===== src/rtl/jtag_pkg.sv =====
// Shared JTAG debug definitions: instruction register codes, byte width and
// the DR capture word for the host-to-target receive register.
`default_nettype none

package jtag_pkg;

  localparam int BYTE_W = 8;
  localparam int DR_W   = 32;

  typedef enum logic [2:0] {
    IR_CTRL = 3'd0,
    IR_ADDR = 3'd1,
    IR_DATA = 3'd2,
    IR_UART = 3'd3,
    IR_RXD  = 3'd4
  } ir_code_e;

  // The host polls bit 8 to throttle before its next DR update of IR_RXD.
  function automatic logic [DR_W-1:0] rxd_capture(input logic busy);
    return {23'b0, busy, 8'b0};
  endfunction

endpackage

`default_nettype wire


===== src/rtl/jtag_rx_fifo_if.sv =====
// Host write / CPU FWFT read bundle of the console receive FIFO.
`default_nettype none

interface jtag_rx_fifo_if
  import jtag_pkg::*;
#(
  parameter int DEPTH_LOG2 = 4
);

  logic [BYTE_W-1:0]   host_data;
  logic                host_we;
  logic                host_busy;
  logic [BYTE_W-1:0]   rx_data;
  logic                rx_valid;
  logic                rx_re;
  logic [DEPTH_LOG2:0] count;
  logic                overflow;
  logic                overflow_clr;

  modport master (
    output host_data, host_we, rx_re, overflow_clr,
    input  host_busy, rx_data, rx_valid, count, overflow
  );

  modport slave (
    input  host_data, host_we, rx_re, overflow_clr,
    output host_busy, rx_data, rx_valid, count, overflow
  );

endinterface

`default_nettype wire


===== src/rtl/jtag_fifo_ram.sv =====
// DEPTH x byte storage array: synchronous write, asynchronous read.
`default_nettype none

module jtag_fifo_ram
  import jtag_pkg::*;
#(
  parameter int DEPTH_LOG2 = 4
) (
  input  logic                  clk,
  input  logic                  we,
  input  logic [DEPTH_LOG2-1:0] waddr,
  input  logic [BYTE_W-1:0]     wdata,
  input  logic [DEPTH_LOG2-1:0] raddr,
  output logic [BYTE_W-1:0]     rdata
);

  logic [BYTE_W-1:0] mem [2**DEPTH_LOG2];

  always_ff @(posedge clk) begin
    if (we) mem[waddr] <= wdata;
  end

  assign rdata = mem[raddr];

endmodule

`default_nettype wire


===== src/rtl/jtag_rx_fifo.sv =====
// Host-to-target console receive FIFO: single-strobe pushes from the JTAG side,
// first-word-fall-through pops from the CPU, sticky overflow on dropped bytes.
`default_nettype none

module jtag_rx_fifo
  import jtag_pkg::*;
#(
  parameter int DEPTH_LOG2 = 4
) (
  input logic            clk,
  input logic            reset,
  jtag_rx_fifo_if.slave  bus
);

  localparam logic [DEPTH_LOG2:0] FULL_COUNT = {1'b1, {DEPTH_LOG2{1'b0}}};

  logic [DEPTH_LOG2-1:0] wptr;
  logic [DEPTH_LOG2-1:0] rptr;
  logic [DEPTH_LOG2:0]   count_q;
  logic                  overflow_q;
  logic [BYTE_W-1:0]     head;

  logic full;
  logic pop_ok;
  logic push_ok;
  logic drop;

  assign full    = (count_q == FULL_COUNT);
  assign pop_ok  = bus.rx_re && (count_q != '0);
  // A pop in the same cycle frees the slot, so a full FIFO still takes the byte.
  assign push_ok = bus.host_we && (!full || pop_ok);
  assign drop    = bus.host_we && full && !pop_ok;

  always_ff @(posedge clk) begin
    if (reset) begin
      wptr       <= '0;
      rptr       <= '0;
      count_q    <= '0;
      overflow_q <= 1'b0;
    end else begin
      if (push_ok) wptr <= wptr + DEPTH_LOG2'(1);
      if (pop_ok)  rptr <= rptr + DEPTH_LOG2'(1);
      case ({push_ok, pop_ok})
        2'b10:   count_q <= count_q + (DEPTH_LOG2 + 1)'(1);
        2'b01:   count_q <= count_q - (DEPTH_LOG2 + 1)'(1);
        default: count_q <= count_q;
      endcase
      if (drop)                  overflow_q <= 1'b1;
      else if (bus.overflow_clr) overflow_q <= 1'b0;
    end
  end

  jtag_fifo_ram #(
    .DEPTH_LOG2(DEPTH_LOG2)
  ) u_ram (
    .clk   (clk),
    .we    (push_ok && !reset),
    .waddr (wptr),
    .wdata (bus.host_data),
    .raddr (rptr),
    .rdata (head)
  );

  // Stale array contents never leak out while the FIFO is empty.
  assign bus.rx_data   = (count_q != '0) ? head : '0;
  assign bus.rx_valid  = (count_q != '0);
  assign bus.host_busy = full;
  assign bus.count     = count_q;
  assign bus.overflow  = overflow_q;

endmodule

`default_nettype wire


===== src/flat_wrapper.sv =====
// flat-port wrapper written by rule: the top's interface ports become plain ports
module jtag_rx_fifo_flat import jtag_pkg::*;
#(
  parameter int DEPTH_LOG2 = 4
)
  (clk, reset, bus_host_data, bus_host_we, bus_rx_re, bus_overflow_clr, bus_host_busy, bus_rx_data, bus_rx_valid, bus_count, bus_overflow);
  jtag_rx_fifo_if #(.DEPTH_LOG2(DEPTH_LOG2)) bus_i ();
  input logic clk;
  input logic reset;
  input wire logic [$bits(bus_i.host_data)-1:0] bus_host_data;
  input wire logic [$bits(bus_i.host_we)-1:0] bus_host_we;
  input wire logic [$bits(bus_i.rx_re)-1:0] bus_rx_re;
  input wire logic [$bits(bus_i.overflow_clr)-1:0] bus_overflow_clr;
  output wire logic [$bits(bus_i.host_busy)-1:0] bus_host_busy;
  output wire logic [$bits(bus_i.rx_data)-1:0] bus_rx_data;
  output wire logic [$bits(bus_i.rx_valid)-1:0] bus_rx_valid;
  output wire logic [$bits(bus_i.count)-1:0] bus_count;
  output wire logic [$bits(bus_i.overflow)-1:0] bus_overflow;
  assign bus_i.host_data = bus_host_data;
  assign bus_i.host_we = bus_host_we;
  assign bus_i.rx_re = bus_rx_re;
  assign bus_i.overflow_clr = bus_overflow_clr;
  assign bus_host_busy = bus_i.host_busy;
  assign bus_rx_data = bus_i.rx_data;
  assign bus_rx_valid = bus_i.rx_valid;
  assign bus_count = bus_i.count;
  assign bus_overflow = bus_i.overflow;
  jtag_rx_fifo #(.DEPTH_LOG2(DEPTH_LOG2)) u_core (.clk(clk), .reset(reset), .bus(bus_i));
endmodule

===== config.mk =====
export PLATFORM = sky130hd
export DESIGN_NAME = jtag_rx_fifo_flat
export DESIGN_NICKNAME = d
export VERILOG_FILES = /design/src/rtl/jtag_pkg.sv /design/src/rtl/jtag_rx_fifo_if.sv /design/src/rtl/jtag_fifo_ram.sv /design/src/rtl/jtag_rx_fifo.sv /design/src/flat_wrapper.sv
export SDC_FILE = /design/constraint.sdc
export NUM_CORES = 1
export LEC_CHECK = 0
export ABC_AREA = 0
export ABC_CLOCK_PERIOD_IN_PS = 2300
export CORE_ASPECT_RATIO = 0.6
export CORE_MARGIN = 8
export CORE_UTILIZATION = 59
export CTS_BUF_LIST = sky130_fd_sc_hd__clkbuf_2 sky130_fd_sc_hd__clkbuf_4 sky130_fd_sc_hd__clkbuf_8
export CTS_CLUSTER_DIAMETER = 100
export DETAILED_ROUTE_END_ITERATION = 10
export DONT_BUFFER_PORTS = 1
export PLACE_DENSITY = 0.76
export SLEW_MARGIN = 40
export SYNTH_ARGS = -nofsm -noshare
export SYNTH_HDL_FRONTEND = slang
export SYNTH_SLANG_ARGS = --single-unit

===== constraint.sdc =====
create_clock -name clk -period 2.3 [get_ports clk]
set_clock_uncertainty 0.1 [all_clocks]
set_input_delay 0.115 -clock clk [delete_from_list [all_inputs] [get_ports clk]]
set_output_delay 0.115 -clock clk [all_outputs]
set_load 0.03 [all_outputs]

# Word-level counts from Yosys, hierarchy flattened
# Memory sizes are Yosys's and may differ from the RTL's. A register that Yosys moved wholly into a read port is not among the register bits.
# Index checks and enable logic that the tools add are counted.
# W data, S select, Z words.
[word_totals]
ff_bits = 14
mem_bits_rw = 128
input_bits = 13
output_inout_bits = 16
elab_cells = 32
memories = 1
[memory_table]
columns = ["name", "depth", "word_bits", "rd", "rd_ports_with_merged_regs", "write_ports", "line_no", "source"]
rows = [
  ["u_core.u_ram.mem", 16, 8, 1, 1, 1, "jtag_fifo_ram.sv:17", "logic [BYTE_W-1:0] mem [2**DEPTH_LOG2];"],
]
[classes]
n_addsub = 4
eq_ne = 3
mux = 8
reduce_logical = 12
[op_table]
columns = ["cell", "count"]
rows = [
  ["$pmux W5 S2", 1],
  ["$add A4 B1 Y4 const B", 2],
  ["$mux W4", 2],
  ["$mux W8", 1],
  ["$add A5 B1 Y5 const B", 1],
  ["$eq A5 B5 Y1 const B", 1],
  ["$logic_and A1 B1 Y1", 5],
  ["$reduce_bool A5 Y1", 1],
  ["$sub A5 B1 Y5 const B", 1],
  ["$mux W1", 4],
  ["$reduce_bool A2 Y1", 2],
  ["$logic_not A1 Y1", 3],
  ["$eq A2 B1 Y1 const B", 1],
  ["$eq A2 B2 Y1 const B", 1],
  ["$logic_or A1 B1 Y1", 1],
]

# Longest topological paths before layout
# Gate-level depths: netlist of run 1.
[logic_depth]
word_depth = 7
mapped_depth = 9
ltp_nobuf = 8

# By module
# From an unflattened synthesis of run 1, not the netlist that was laid out.
[unflattened]
hier_cells = 340
area_unflattened_um2 = 5973.2
[by_module_without_submodules]
columns = ["module", "instances", "cells_each", "area_per_inst_um2", "seq_area_each_um2"]
rows = [
  ["jtag_fifo_ram", 1, 221, 4987.3, 3843.7],
  ["jtag_rx_fifo", 1, 119, 985.9, 280.3],
]

# Worst setup path after synthesis of run 1
# Ideal clock, no wire load.
[synth_timing]
path_type = "reg2reg"
startpoint = "register u_core.count_q[1], in the netlist u_core.bus.count[1]"
endpoint = "register u_core.count_q[4], in the netlist u_core.bus.count[4]"
setup_ps = 123
t_arrival_ps = 2477
required_time_ps = 2077
setup_slack_ps = -400
stages_incl_launch_ff = 10
path_buffers = 1
period_less_slack_ps = 2700
cell_sequence = "dfxtp_1 > buf_2 > nor4_4 > a21oi_1 > xor2_1 > ha_1 > o31a_1 > a2111oi_0 > a311oi_1 > mux2_1"
[synth_between]
elab_chain_cells = 6
elab_cells_between_ends = 12
classes_between = "add/sub: 2; eq/ne: 3; mux: 1; reduce/logical: 6"
[synth_rtl]
columns = ["item", "line_no", "source"]
rows = [
  ["start, declared", "jtag_rx_fifo.sv:19", "logic [DEPTH_LOG2:0] count_q;"],
  ["start signal, assigned", "jtag_rx_fifo.sv:44", "2'b10: count_q <= count_q + (DEPTH_LOG2 + 1)'(1);"],
  ["start signal, assigned", "jtag_rx_fifo.sv:45", "2'b01: count_q <= count_q - (DEPTH_LOG2 + 1)'(1);"],
  ["start signal, assigned", "jtag_rx_fifo.sv:46", "default: count_q <= count_q;"],
  ["$eq A5 B5 Y1 / $reduce_bool A5 Y1 (equally long branches)", "jtag_rx_fifo.sv:28, jtag_rx_fifo.sv:29", ""],
  ["$logic_not A1 Y1 / $logic_and A1 B1 Y1 (equally long branches)", "jtag_rx_fifo.sv:31, jtag_rx_fifo.sv:29", ""],
  ["$logic_or A1 B1 Y1", "jtag_rx_fifo.sv:31", "assign push_ok = bus.host_we && (!full || pop_ok);"],
  ["$logic_and A1 B1 Y1", "jtag_rx_fifo.sv:31", ""],
  ["$eq A2 B1 Y1 / $eq A2 B2 Y1 (equally long branches)", "jtag_rx_fifo.sv:43", "case ({push_ok, pop_ok})"],
  ["$pmux W5 S2 / $reduce_bool A2 Y1 (equally long branches)", "-", ""],
]
# Several ways; a longest one is shown, not always the timed one.
# A chain may end at the register's enable or synchronous reset.

==> impl_metrics.env, run 1 <==
export IMPL_outcome="finished with violations"
export IMPL_violations="negative setup slack"
export IMPL_grt_pass1_wl_um=18800
export IMPL_grt_max_degree=33
export IMPL_yosysTopAreaCell="edfxtp_1"
export IMPL_power_density_nw_per_um2=1110
export IMPL_drt_wl_total_um=12200
export IMPL_n_antenna_cell=0
export IMPL_die_w_um=145
export IMPL_worstSetupPathType="flip-flop to primary output"
export IMPL_grtUsageTotal=0.189
export IMPL_post_route_util=0.726
export IMPL_die_h_um=93.6
export IMPL_slew_viol_final=0
export IMPL_critPathMaxStageDelay_ps=480
export IMPL_top_layer="met4"
export IMPL_n_fill_cell=607
export IMPL_dpl_instance_area_um2=6390
export IMPL_gp_congestion=0.849
export IMPL_setup_violations=3
export IMPL_max_freq_mhz=427
export IMPL_final_cell_area_um2=7120
export IMPL_drive_gt1_frac=0.353
export IMPL_fp_row_count=28
export IMPL_cp_end_kind="primary output"
export IMPL_seq_area_um2=4220
export IMPL_worst_slew_pin_slew_ps=630
export IMPL_synth_edf_count=128
export IMPL_hold_ws_ps=24.8
export IMPL_p_leak_uw=0.00237
export IMPL_syn_nets=347
export IMPL_critPathArrivalTime_ps=2130
export IMPL_fin_setup_tns_ps=-86.5
export IMPL_io_pins=29
export IMPL_port_buffers=0
export IMPL_grt_overflow=0
export IMPL_r2r_start="u_core.bus.count[1]"
export IMPL_dieArea_um2=13600
export IMPL_seq_area_frac_synth=0.711
export IMPL_antenna_left=0
export IMPL_drtPass1Iterations=5
export IMPL_holdPathEnd="u_core.bus.count[4]"
export IMPL_rr_worst_depth=8
export IMPL_multi_input_area_um2=1700
export IMPL_drv_cap=0
export IMPL_power_uw=7920
export IMPL_cts_root_buf="clkbuf_8"
export IMPL_synth_area_leaders="edfxtp_1 65%, mux4_2 12%, dfxtp_1 6.1%"
export IMPL_viasPerCell=5.88
export IMPL_cts_buffers=17
export IMPL_fin_nets=409
export IMPL_cp_slowest_cell="mux4_2"
export IMPL_start_util=0.603
export IMPL_crit_path_cell_trace="buf_12 -> buf_16 -> mux4_2 -> mux2i_1 -> o22ai_2 -> buf_6"
export IMPL_worstHoldPathType="primary input to flip-flop"
export IMPL_grt_pass1_vias=3282
export IMPL_clk_pin_slew_worst_paths_ps=90
export IMPL_relSlewSlack=0.579
export IMPL_met1_length_um=5410
export IMPL_cts_max_level=4
export IMPL_rr_endpoint="u_core.bus.count[4]"
export IMPL_ys_types=42
export IMPL_synth_seq_cells=146
export IMPL_hold_depth=3
export IMPL_start_kind="flip-flop"
export IMPL_antenna_found_initial=0
export IMPL_yosys_warnings=0
export IMPL_final_hold_viol_count=0
export IMPL_clock_latency_ps=440
export IMPL_areaGrowthSynthToFinish_pct=20.4
export IMPL_synthArstFlopShare=0
export IMPL_synth_top_flop_cell="edfxtp_1"
export IMPL_rrSetupSlack_ps=80
export IMPL_fin_crit_ps=2340
export IMPL_synthCells=327
export IMPL_wl_met2_um=5510
export IMPL_setup_slack_ps=-42.0
export IMPL_synth_area_um2=5920
export IMPL_synth_top_area_share=0.650
export IMPL_rsz0062_at_grt="yes"
export IMPL_required_ps=2090
export IMPL_wl_per_cell_um=22.7
export IMPL_worstPathMaxFanout=6
export IMPL_wl_met3_um=1190
export IMPL_vias=3158
export IMPL_cts_tree="built"
export IMPL_hp_start="bus_rx_re"
export IMPL_hpwl_um=7660
export IMPL_cts_buffer_depth=2
export IMPL_vdd_drop_max_mv=0.956
export IMPL_drtIter0Drc=244
export IMPL_cts_sink_count=146
export IMPL_finalCritPeriodShare=1.02
export IMPL_coreArea_um2=9810
export IMPL_drc=0
export IMPL_avgSynthCellArea_um2=18.1
-- logic make-up after synthesis --
| logic type | share of synthesized area |
|---|---|
| muxes | 0.158 |
| AOI/OAI and AO/OA | 0.0387 |
| buffers and inverters | 0.0163 |
| and+or+nand+nor | 0.0514 |
| adders and majority gates | 0.0148 |
| xor gates and xnor gates | 0.0104 |
| DFF | 0.711 |
-- critical path, delay by kind of cell, from the launching register on --
kind | cells | cell delay, ps
muxes | 2 | 700
buffers and inverters | 3 | 410
DFF | 1 | 410
AOI/OAI and AO/OA | 1 | 150
-- metal layers --
layer  track usage  up-vias
met2         0.274      120
met5             0        -
met3        0.0608        7
met4        0.0620        0
li1              -     1431
met1         0.266     1600
-- registers in the layout, summed over array words and instances (netlist names), named ones only --
name,count
u_core.bus.count,5
u_core.u_ram.mem,128
u_core.rptr,4
u_core.bus.overflow,1
u_core.wptr,4
-- synthesized netlist by cell type, types with 2 or more instances --
master,number
a211oi_1,2
a21oi_1,4
buf_2,8
clkbuf_1,9
dfxtp_1,18
edfxtp_1,128
ha_1,7
inv_1,5
mux2i_1,19
mux4_2,32
nand2_1,9
nand2b_1,6
nand3_1,2
nor2_1,27
nor2b_1,3
nor3_1,5
o211ai_1,5
o21ai_2,2
o22ai_1,8
xnor2_1,2
xor2_1,5
-- cells in the final DEF (no fill, tap or decap), drive strengths merged, types with 2 or more instances in the layout --
cell type	netlist	final
a211oi	2	2
a21boi	2	2
a21oi	5	5
buf	9	47
bufinv	0	2
clkbuf	9	18
clkinv	0	7
dfxtp	18	18
dlygate4sd3	0	14
edfxtp	128	128
ha	7	7
inv	5	9
mux2	2	2
mux2i	19	19
mux4	32	32
nand2	9	9
nand2b	6	6
nand3	2	2
nor2	27	27
nor2b	3	3
nor3	5	5
o211ai	5	5
o21ai	2	2
o22ai	8	8
xnor2	2	2
xor2	5	5
-- metrics by stage --
stage	worst slack, ps	cells
after detailed placement	21.3	485
after CTS	-42.4	536
after global placement	84.4	485
final	-42.0	537
after floorplan	-110	327
after global routing	-118	537
-- worst max-delay path by stage --
stage	to	start	slack, ps	cells past startpoint
finish	bus_rx_data[4]	flip-flop	-40	6
global route	bus_rx_data[4]	flip-flop	-120	6
CTS	bus_rx_data[1]	flip-flop	-40	6
detailed placement	u_core.bus.count[4]	u_core.bus.count[3]	20	8
global placement	u_core.bus.count[4]	u_core.bus.count[3]	80	8
floorplan	u_core.bus.count[4]	u_core.bus.count[3]	-110	8
-- cell type report --
class	count	share of cell area
sequential	146	0.592
clock buffer	18	0.0339
inverter	5	0.00264
multi-input combinational	158	0.239
tap	135	0.0237
timing repair buffer	61	0.0863
clock inverter	14	0.0218
-- timing repair --
item                                    in CTS  in global routing
hold endpoints to repair                   146                  0
gates cloned                                 3                  0
setup buffers                                2                  1
pin swaps                                    6                  4
endpoints found under the setup margin       8                 22
hold buffers                                14                  0
gates resized for setup                     14                  5
-- power by group --
| group | switching, uW | total [uW] | internal [uW] |
|---|---|---|---|
| registers | 106 | 3100 | 3000 |
| clock network | 979 | 1970 | 990 |
| logic | 1480 | 2850 | 1360 |
Power figures use the tool's default switching activity.
==> inputs of run 2 (changes only) <==
CAP_MARGIN = 0   (was default)
SYNTH_HIERARCHICAL = 1   (was default)
==> run 2 against run 1 <==
The flow still finishes with violations (negative setup slack). Area after synthesis rose by 0.97%. Sequential share of layout area fell by 1.5 points. Sequential power fell by 4%. Via count rose by 11%. Setup slack got worse by 110 ps. Global-route usage rose by 1.3 points. Largest power group unchanged.
==> impl_metrics.env, run 2 <==
export IMPL_r2r_start="u_core/bus.count[2]"
export IMPL_largest_reg_flops=128
export IMPL_cts_root_buf="clkbuf_8"
export IMPL_final_cell_mix="128 x edfxtp_1, 31 x buf_4, 28 x mux4_2"
export IMPL_cts_sink_count=142
export IMPL_cp_num_cells=6
export IMPL_post_route_util=0.728
export IMPL_dieArea_um2=13700
export IMPL_drtIter0Drc=373
export IMPL_start_util=0.607
export IMPL_vdd_drop_max_mv=0.546
export IMPL_outcome="finished with violations"
export IMPL_gp_congestion=0.857
export IMPL_power_density_nw_per_um2=1070
export IMPL_cts_tree="built"
export IMPL_coreArea_um2=9840
export IMPL_grt_max_degree=23
export IMPL_rrSetupSlack_ps=-60
export IMPL_drv_cap=0
export IMPL_p_leak_uw=0.00233
export IMPL_cp_slowest_cell="mux4_2"
export IMPL_max_freq_mhz=408
export IMPL_synthArstFlopShare=0
export IMPL_n_fill_cell=586
export IMPL_ys_types=52
export IMPL_yosys_warnings=6
export IMPL_synth_edf_count=128
export IMPL_worstSetupEndpoint="bus_rx_data[4]"
export IMPL_n_antenna_cell=0
export IMPL_top_register="u_core/u_ram/mem"
export IMPL_fin_crit_ps=2450
export IMPL_cts_max_level=4
export IMPL_rsz0062_at_grt="yes"
export IMPL_hpwl_um=8490
export IMPL_worstPathMaxFanout=7
export IMPL_worst_path_buf_inv=2
export IMPL_clock_latency_ps=440
export IMPL_synthCells=340
export IMPL_die_w_um=146
export IMPL_pwr_share_seq=0.387
export IMPL_wl_per_cell_um=25.1
export IMPL_required_ps=2090
export IMPL_critPathMaxStageDelay_ps=520
export IMPL_seq_area_frac_synth=0.690
export IMPL_cp_end_kind="primary output"
export IMPL_p_int_uw=5050
export IMPL_fin_setup_tns_ps=-1080
export IMPL_grt_pass1_vias=3398
export IMPL_synth_top_flop_cell="edfxtp_1"
export IMPL_clockPowerShare=0.239
export IMPL_switchingPower_uw=2640
export IMPL_port_buffers=0
export IMPL_startpoint="u_core/rptr[0]"
export IMPL_power_uw=7700
export IMPL_grt_overflow=0
export IMPL_antenna_left=0
export IMPL_worstSetupPathType="flip-flop to primary output"
export IMPL_vias=3502
export IMPL_areaGrowthSynthToFinish_pct=19.9
export IMPL_p_comb_frac=0.374
export IMPL_avgSynthCellArea_um2=17.6
export IMPL_clk_pin_slew_worst_paths_ps=80
export IMPL_fp_row_count=28
export IMPL_drc=0
export IMPL_critPathArrivalTime_ps=2230
export IMPL_critPathTopFamily="multiplexers"
export IMPL_fin_nets=416
export IMPL_rr_endpoint="u_core/bus.count[2]"
export IMPL_rr_worst_depth=8
export IMPL_synth_common_cells="128 x edfxtp_1, 28 x nor2_1, 18 x mux4_2"
export IMPL_cts_buffers=17
export IMPL_worstHoldPathType="primary input to flip-flop"
export IMPL_grt_pass1_wl_um=20200
export IMPL_setup_violations=10
export IMPL_synth_area_leaders="edfxtp_1 64%, mux4_2 6.8%, mux4_1 6.2%"
export IMPL_drt_wl_total_um=13700
export IMPL_slew_viol_final=0
export IMPL_violations="negative setup slack"
export IMPL_synth_top_area_share=0.643
export IMPL_drive_gt1_frac=0.393
export IMPL_viasPerCell=6.40
export IMPL_synth_seq_cells=142
export IMPL_finalCritPeriodShare=1.06
export IMPL_syn_nets=357
export IMPL_setup_slack_ps=-148
export IMPL_relSlewSlack=0.526
export IMPL_drtPass1Iterations=7
export IMPL_start_kind="flip-flop"
export IMPL_worst_slew_pin_slew_ps=708
export IMPL_final_common_cell="edfxtp_1"
export IMPL_final_cell_area_um2=7160
export IMPL_antenna_found_initial=0
export IMPL_final_hold_viol_count=0
export IMPL_die_h_um=93.9
export IMPL_grtUsageTotal=0.202
export IMPL_yosysTopAreaCell="edfxtp_1"
export IMPL_io_pins=29
export IMPL_dpl_instance_area_um2=6380
export IMPL_synth_area_um2=5970
export IMPL_cts_buffer_depth=2
export IMPL_synth_most_common_cell="edfxtp_1"
export IMPL_crit_path_cell_trace="clkbuf_16 -> mux4_2 -> a22oi_2 -> nand2_1 -> nor2b_1 -> buf_4"
export IMPL_p_sw_frac=0.344
[run 2: cell types whose count changed after synthesis, sizes merged, moves of 6 or more]
cell    before  now
a22oi        0   16
mux2i       19    3
o22ai        8    0
nor2b        3   14
clkbuf       9    3
[run 2: final cells by class]
type / count / area, um^2 / share of cell area
clock inverters: 14 / 125 / 0.0175
well taps: 135 / 169 / 0.0236
clock buffers: 18 / 241 / 0.0337
flip-flops and latches: 142 / 4140 / 0.577
inverters: 5 / 23.8 / 0.00332
repair buffers: 58 / 604 / 0.0844
multi-input cells: 175 / 1860 / 0.260
[run 2: logic make-up after synthesis]
kind of cell,count (synthesis),synth area share
DFF,142,0.690
and+or+nand+nor,86,0.0733
AOI/OAI and AO/OA,41,0.0538
muxes,37,0.138
buffers and inverters,23,0.0256
xor gates and xnor gates,7,0.0103
adders and majority gates,4,0.00838
[run 2: tightest hold or removal path, delay by kind of cell]
kind | cells | cell delay, ps
simple gates | 2 | 240
compound gates | 2 | 210
[run 2: power groups by stage]
stage	clock (uW)	combinational, uW	sequential, uW
2_1_floorplan	0	1460	3110
3_3_place_gp	0	2190	3010
3_5_place_dp	0	2240	3010
4_1_cts	1870	2420	2970
5_1_grt	1970	3030	2980
6_report	1840	2880	2980
[run 2: timing repair]
item / 4_1_cts / 5_1_grt
setup buffers: 1 / 9
hold buffers: 13 / 0
pin swaps: 5 / 14
setup endpoints to repair: 23 / 62
endpoints found under the hold margin: 142 / 0
resized for setup: 16 / 41
gates cloned: 1 / 1
[run 2: stage by stage]
stage                     cells  setup WS [ps]  hold WS, ps
after floorplan             340           -202          114
after global placement      491          -34.4         84.2
after detailed placement    491          -81.1         86.9
after CTS                   538           -191         33.8
after global routing        547           -209         90.4
final                       547           -148         81.7
[run 2: per-layer routing]
| metal | GRT usage | up-vias | share of wire |
|---|---|---|---|
| li1 | - | 1491 | - |
| met1 | 0.282 | 1805 | 0.44 |
| met2 | 0.300 | 196 | 0.46 |
| met3 | 0.0563 | 10 | 0.092 |
| met4 | 0.0724 | 0 | 0.0091 |
| met5 | 0 | - | 0 |
[run 2: worst min path at each step]
stage,from,to,slack [ps],depth (start not counted)
after floorplan,bus_host_data[0],u_core/u_ram/mem[0][0],110,0
after global placement,reset,u_core/rptr[0],80,1
after detailed placement,reset,u_core/rptr[0],90,1
after CTS,bus_host_we,u_core/bus.count[4],30,4
after global routing,bus_host_we,u_core/bus.count[4],90,4
final,bus_host_we,u_core/bus.count[4],80,4
==> inputs of run 3 (changes only) <==
GPL_TIMING_DRIVEN = 0   (was default)
==> run 3 against run 2 <==
Routed wire length increased by 10%. Register-to-register slack worse by 210 ps. Via count rose by 3.9%. First-iteration DRC count rose by 4.3%. Maximum frequency shrank 4.8%. Die area stayed put. The flow still finishes with violations (negative setup slack). Flip-flop and latch count did not move. Critical path depth grew 3. Sequential share of layout area down 2.7 points. Highest routed layer unchanged.
==> impl_metrics.env, run 3 (synthesized netlist as in run 2, its figures left out) <==
export IMPL_outcome="finished with violations"
export IMPL_violations="negative setup slack"
export IMPL_grt_pass1_wl_um=21100
export IMPL_cts_sink_count=142
export IMPL_dpl_instance_area_um2=6210
export IMPL_drv_cap=0
export IMPL_n_antenna_cell=0
export IMPL_startpoint="u_core/bus.count[1]"
export IMPL_cts_buffers=17
export IMPL_final_hold_viol_count=0
export IMPL_instances_no_fill=551
export IMPL_required_ps=2540
export IMPL_final_cell_area_um2=7520
export IMPL_grtUsageTotal=0.213
export IMPL_cts_max_level=4
export IMPL_antenna_found_initial=0
export IMPL_die_w_um=146
export IMPL_p_leak_uw=0.00245
export IMPL_worst_slew_pin_slew_ps=724
export IMPL_max_freq_mhz=389
export IMPL_fin_nets=420
export IMPL_worstSetupEndpoint="u_core/bus.count[2]"
export IMPL_top_layer="met4"
export IMPL_clk_pin_slew_worst_paths_ps=80
export IMPL_worstSetupPathType="flip-flop to flip-flop"
export IMPL_io_pins=29
export IMPL_coreArea_um2=9840
export IMPL_dieArea_um2=13700
export IMPL_grt_overflow=0
export IMPL_hold_depth=4
export IMPL_cp_num_cells=9
export IMPL_multi_input_area_um2=2020
export IMPL_cts_buffer_depth=2
export IMPL_top_register="u_core/u_ram/mem"
export IMPL_met1_length_um=6070
export IMPL_cts_root_buf="clkbuf_8"
export IMPL_start_util=0.607
export IMPL_critPathMaxStageDelay_ps=570
export IMPL_cp_slowest_cell="or4_4"
export IMPL_vias=3639
export IMPL_fin_crit_ps=2570
export IMPL_post_route_util=0.764
export IMPL_rr_endpoint="u_core/bus.count[2]"
export IMPL_power_density_nw_per_um2=1120
export IMPL_wl_met2_um=6980
export IMPL_setup_violations=110
export IMPL_grt_max_degree=17
export IMPL_rr_worst_depth=9
export IMPL_gp_congestion=0.870
export IMPL_setup_slack_ps=-272
export IMPL_cp_end_kind="flip-flop"
export IMPL_relSlewSlack=0.515
export IMPL_r2r_start="u_core/bus.count[1]"
export IMPL_critPathTopFamily="simple AND/OR/NAND/NOR gates"
export IMPL_fp_row_count=28
export IMPL_hpwl_um=8520
export IMPL_drt_wl_total_um=15100
export IMPL_wl_per_cell_um=27.4
export IMPL_slew_viol_final=0
export IMPL_fin_setup_tns_ps=-13140
export IMPL_final_cell_mix="128 x edfxtp_1, 27 x mux4_2, 17 x clkbuf_8, 17 x buf_4"
export IMPL_worstPathMaxFanout=4
export IMPL_rrSetupSlack_ps=-270
export IMPL_largest_reg_flops=128
export IMPL_die_h_um=93.9
export IMPL_crit_path_cell_trace="buf_8 -> or4_4 -> o21ai_4 -> xnor2_2 -> ha_4 -> nor2_2 -> o211ai_2 -> a32oi_2 -> mux2_4"
export IMPL_finalCritPeriodShare=1.12
export IMPL_drtIter0Drc=389
export IMPL_vdd_drop_max_mv=0.523
export IMPL_drtPass1Iterations=5
export IMPL_drc=0
export IMPL_final_common_cell="edfxtp_1"
export IMPL_clock_latency_ps=440
export IMPL_port_buffers=0
export IMPL_start_kind="flip-flop"
export IMPL_rsz0062_at_grt="yes"
export IMPL_dp_cells=475
export IMPL_areaGrowthSynthToFinish_pct=26.0
export IMPL_grt_pass1_vias=3499
export IMPL_wl_met3_um=1580
export IMPL_antenna_left=0
export IMPL_critPathArrivalTime_ps=2810
export IMPL_viasPerCell=6.60
export IMPL_seq_area_um2=4140
export IMPL_worst_path_buf_inv=1
export IMPL_n_fill_cell=517
export IMPL_drive_gt1_frac=0.421
export IMPL_worstHoldPathType="primary input to flip-flop"
export IMPL_cts_tree="built"
-- run 3: cell count changes in the layout (fill, tap and decap cells not counted), sizes merged --
| cell | before | now |
|---|---|---|
| clkinv | 4 | 5 |
| bufinv | 0 | 5 |
| buf | 45 | 43 |
| inv | 13 | 7 |
| clkbuf | 19 | 23 |
| clkdlybuf4s25 | 0 | 3 |
| dlygate4sd3 | 12 | 11 |
-- run 3: power breakdown --
part	switching (uW)	total, uW	internal [uW]
registers	219	3130	2910
logic	1590	2990	1400
clock network	975	2280	1310
-- run 3: how the worst min path moves through the flow --
stage,startpoint,end
final,bus_rx_re,u_core/rptr[2]
after floorplan,bus_host_data[0],u_core/u_ram/mem[0][0]
after CTS,reset,u_core/bus.count[3]
after detailed placement,bus_host_data[5],u_core/u_ram/mem[14][5]
after global routing,bus_rx_re,u_core/rptr[2]
after global placement,bus_host_data[1],u_core/u_ram/mem[8][1]
-- run 3: routing by layer --
| metal | GRT usage | up-vias |
|---|---|---|
| met5 | 0 | - |
| met2 | 0.323 | 236 |
| met3 | 0.0495 | 45 |
| met4 | 0.0904 | 0 |
| met1 | 0.295 | 1858 |
| li1 | - | 1500 |
-- run 3: per-stage QoR --
| stage | hold slack, ps | worst slack, ps | total power [uW] |
|---|---|---|---|
| 6_report | 55.5 | -272 | 8400 |
| 5_1_grt | 72.9 | -315 | 8650 |
| 4_1_cts | 17.5 | -211 | 7910 |
| 3_5_place_dp | 115 | -432 | 4980 |
| 3_3_place_gp | 115 | -509 | 4930 |
| 2_1_floorplan | 114 | -202 | 4570 |
-- run 3: worst min-delay path, stage by stage --
cell and delay [ps]:
buf_2 170, o211ai_1 120, xor2_1 80, nor2_1 70
-- run 3: cell type report --
cell class	instances	share of cell area
flip-flops and latches	142	0.550
multi-input cells	175	0.269
repair buffers	44	0.0683
clock buffers	18	0.0321
clock inverters	14	0.0286
plain buffers	18	0.0261
well taps	135	0.0224
inverters	5	0.00316
-- run 3: timing repair --
| action | CTS | global route |
|---|---|---|
| cloned | 1 | 3 |
| endpoints found under the setup margin | 141 | 141 |
| setup buffers | 17 | 14 |
| pin swaps | 21 | 18 |
| resized for setup | 78 | 33 |
| endpoints found under the hold margin | 134 | 0 |
| hold buffers | 11 | 0 |
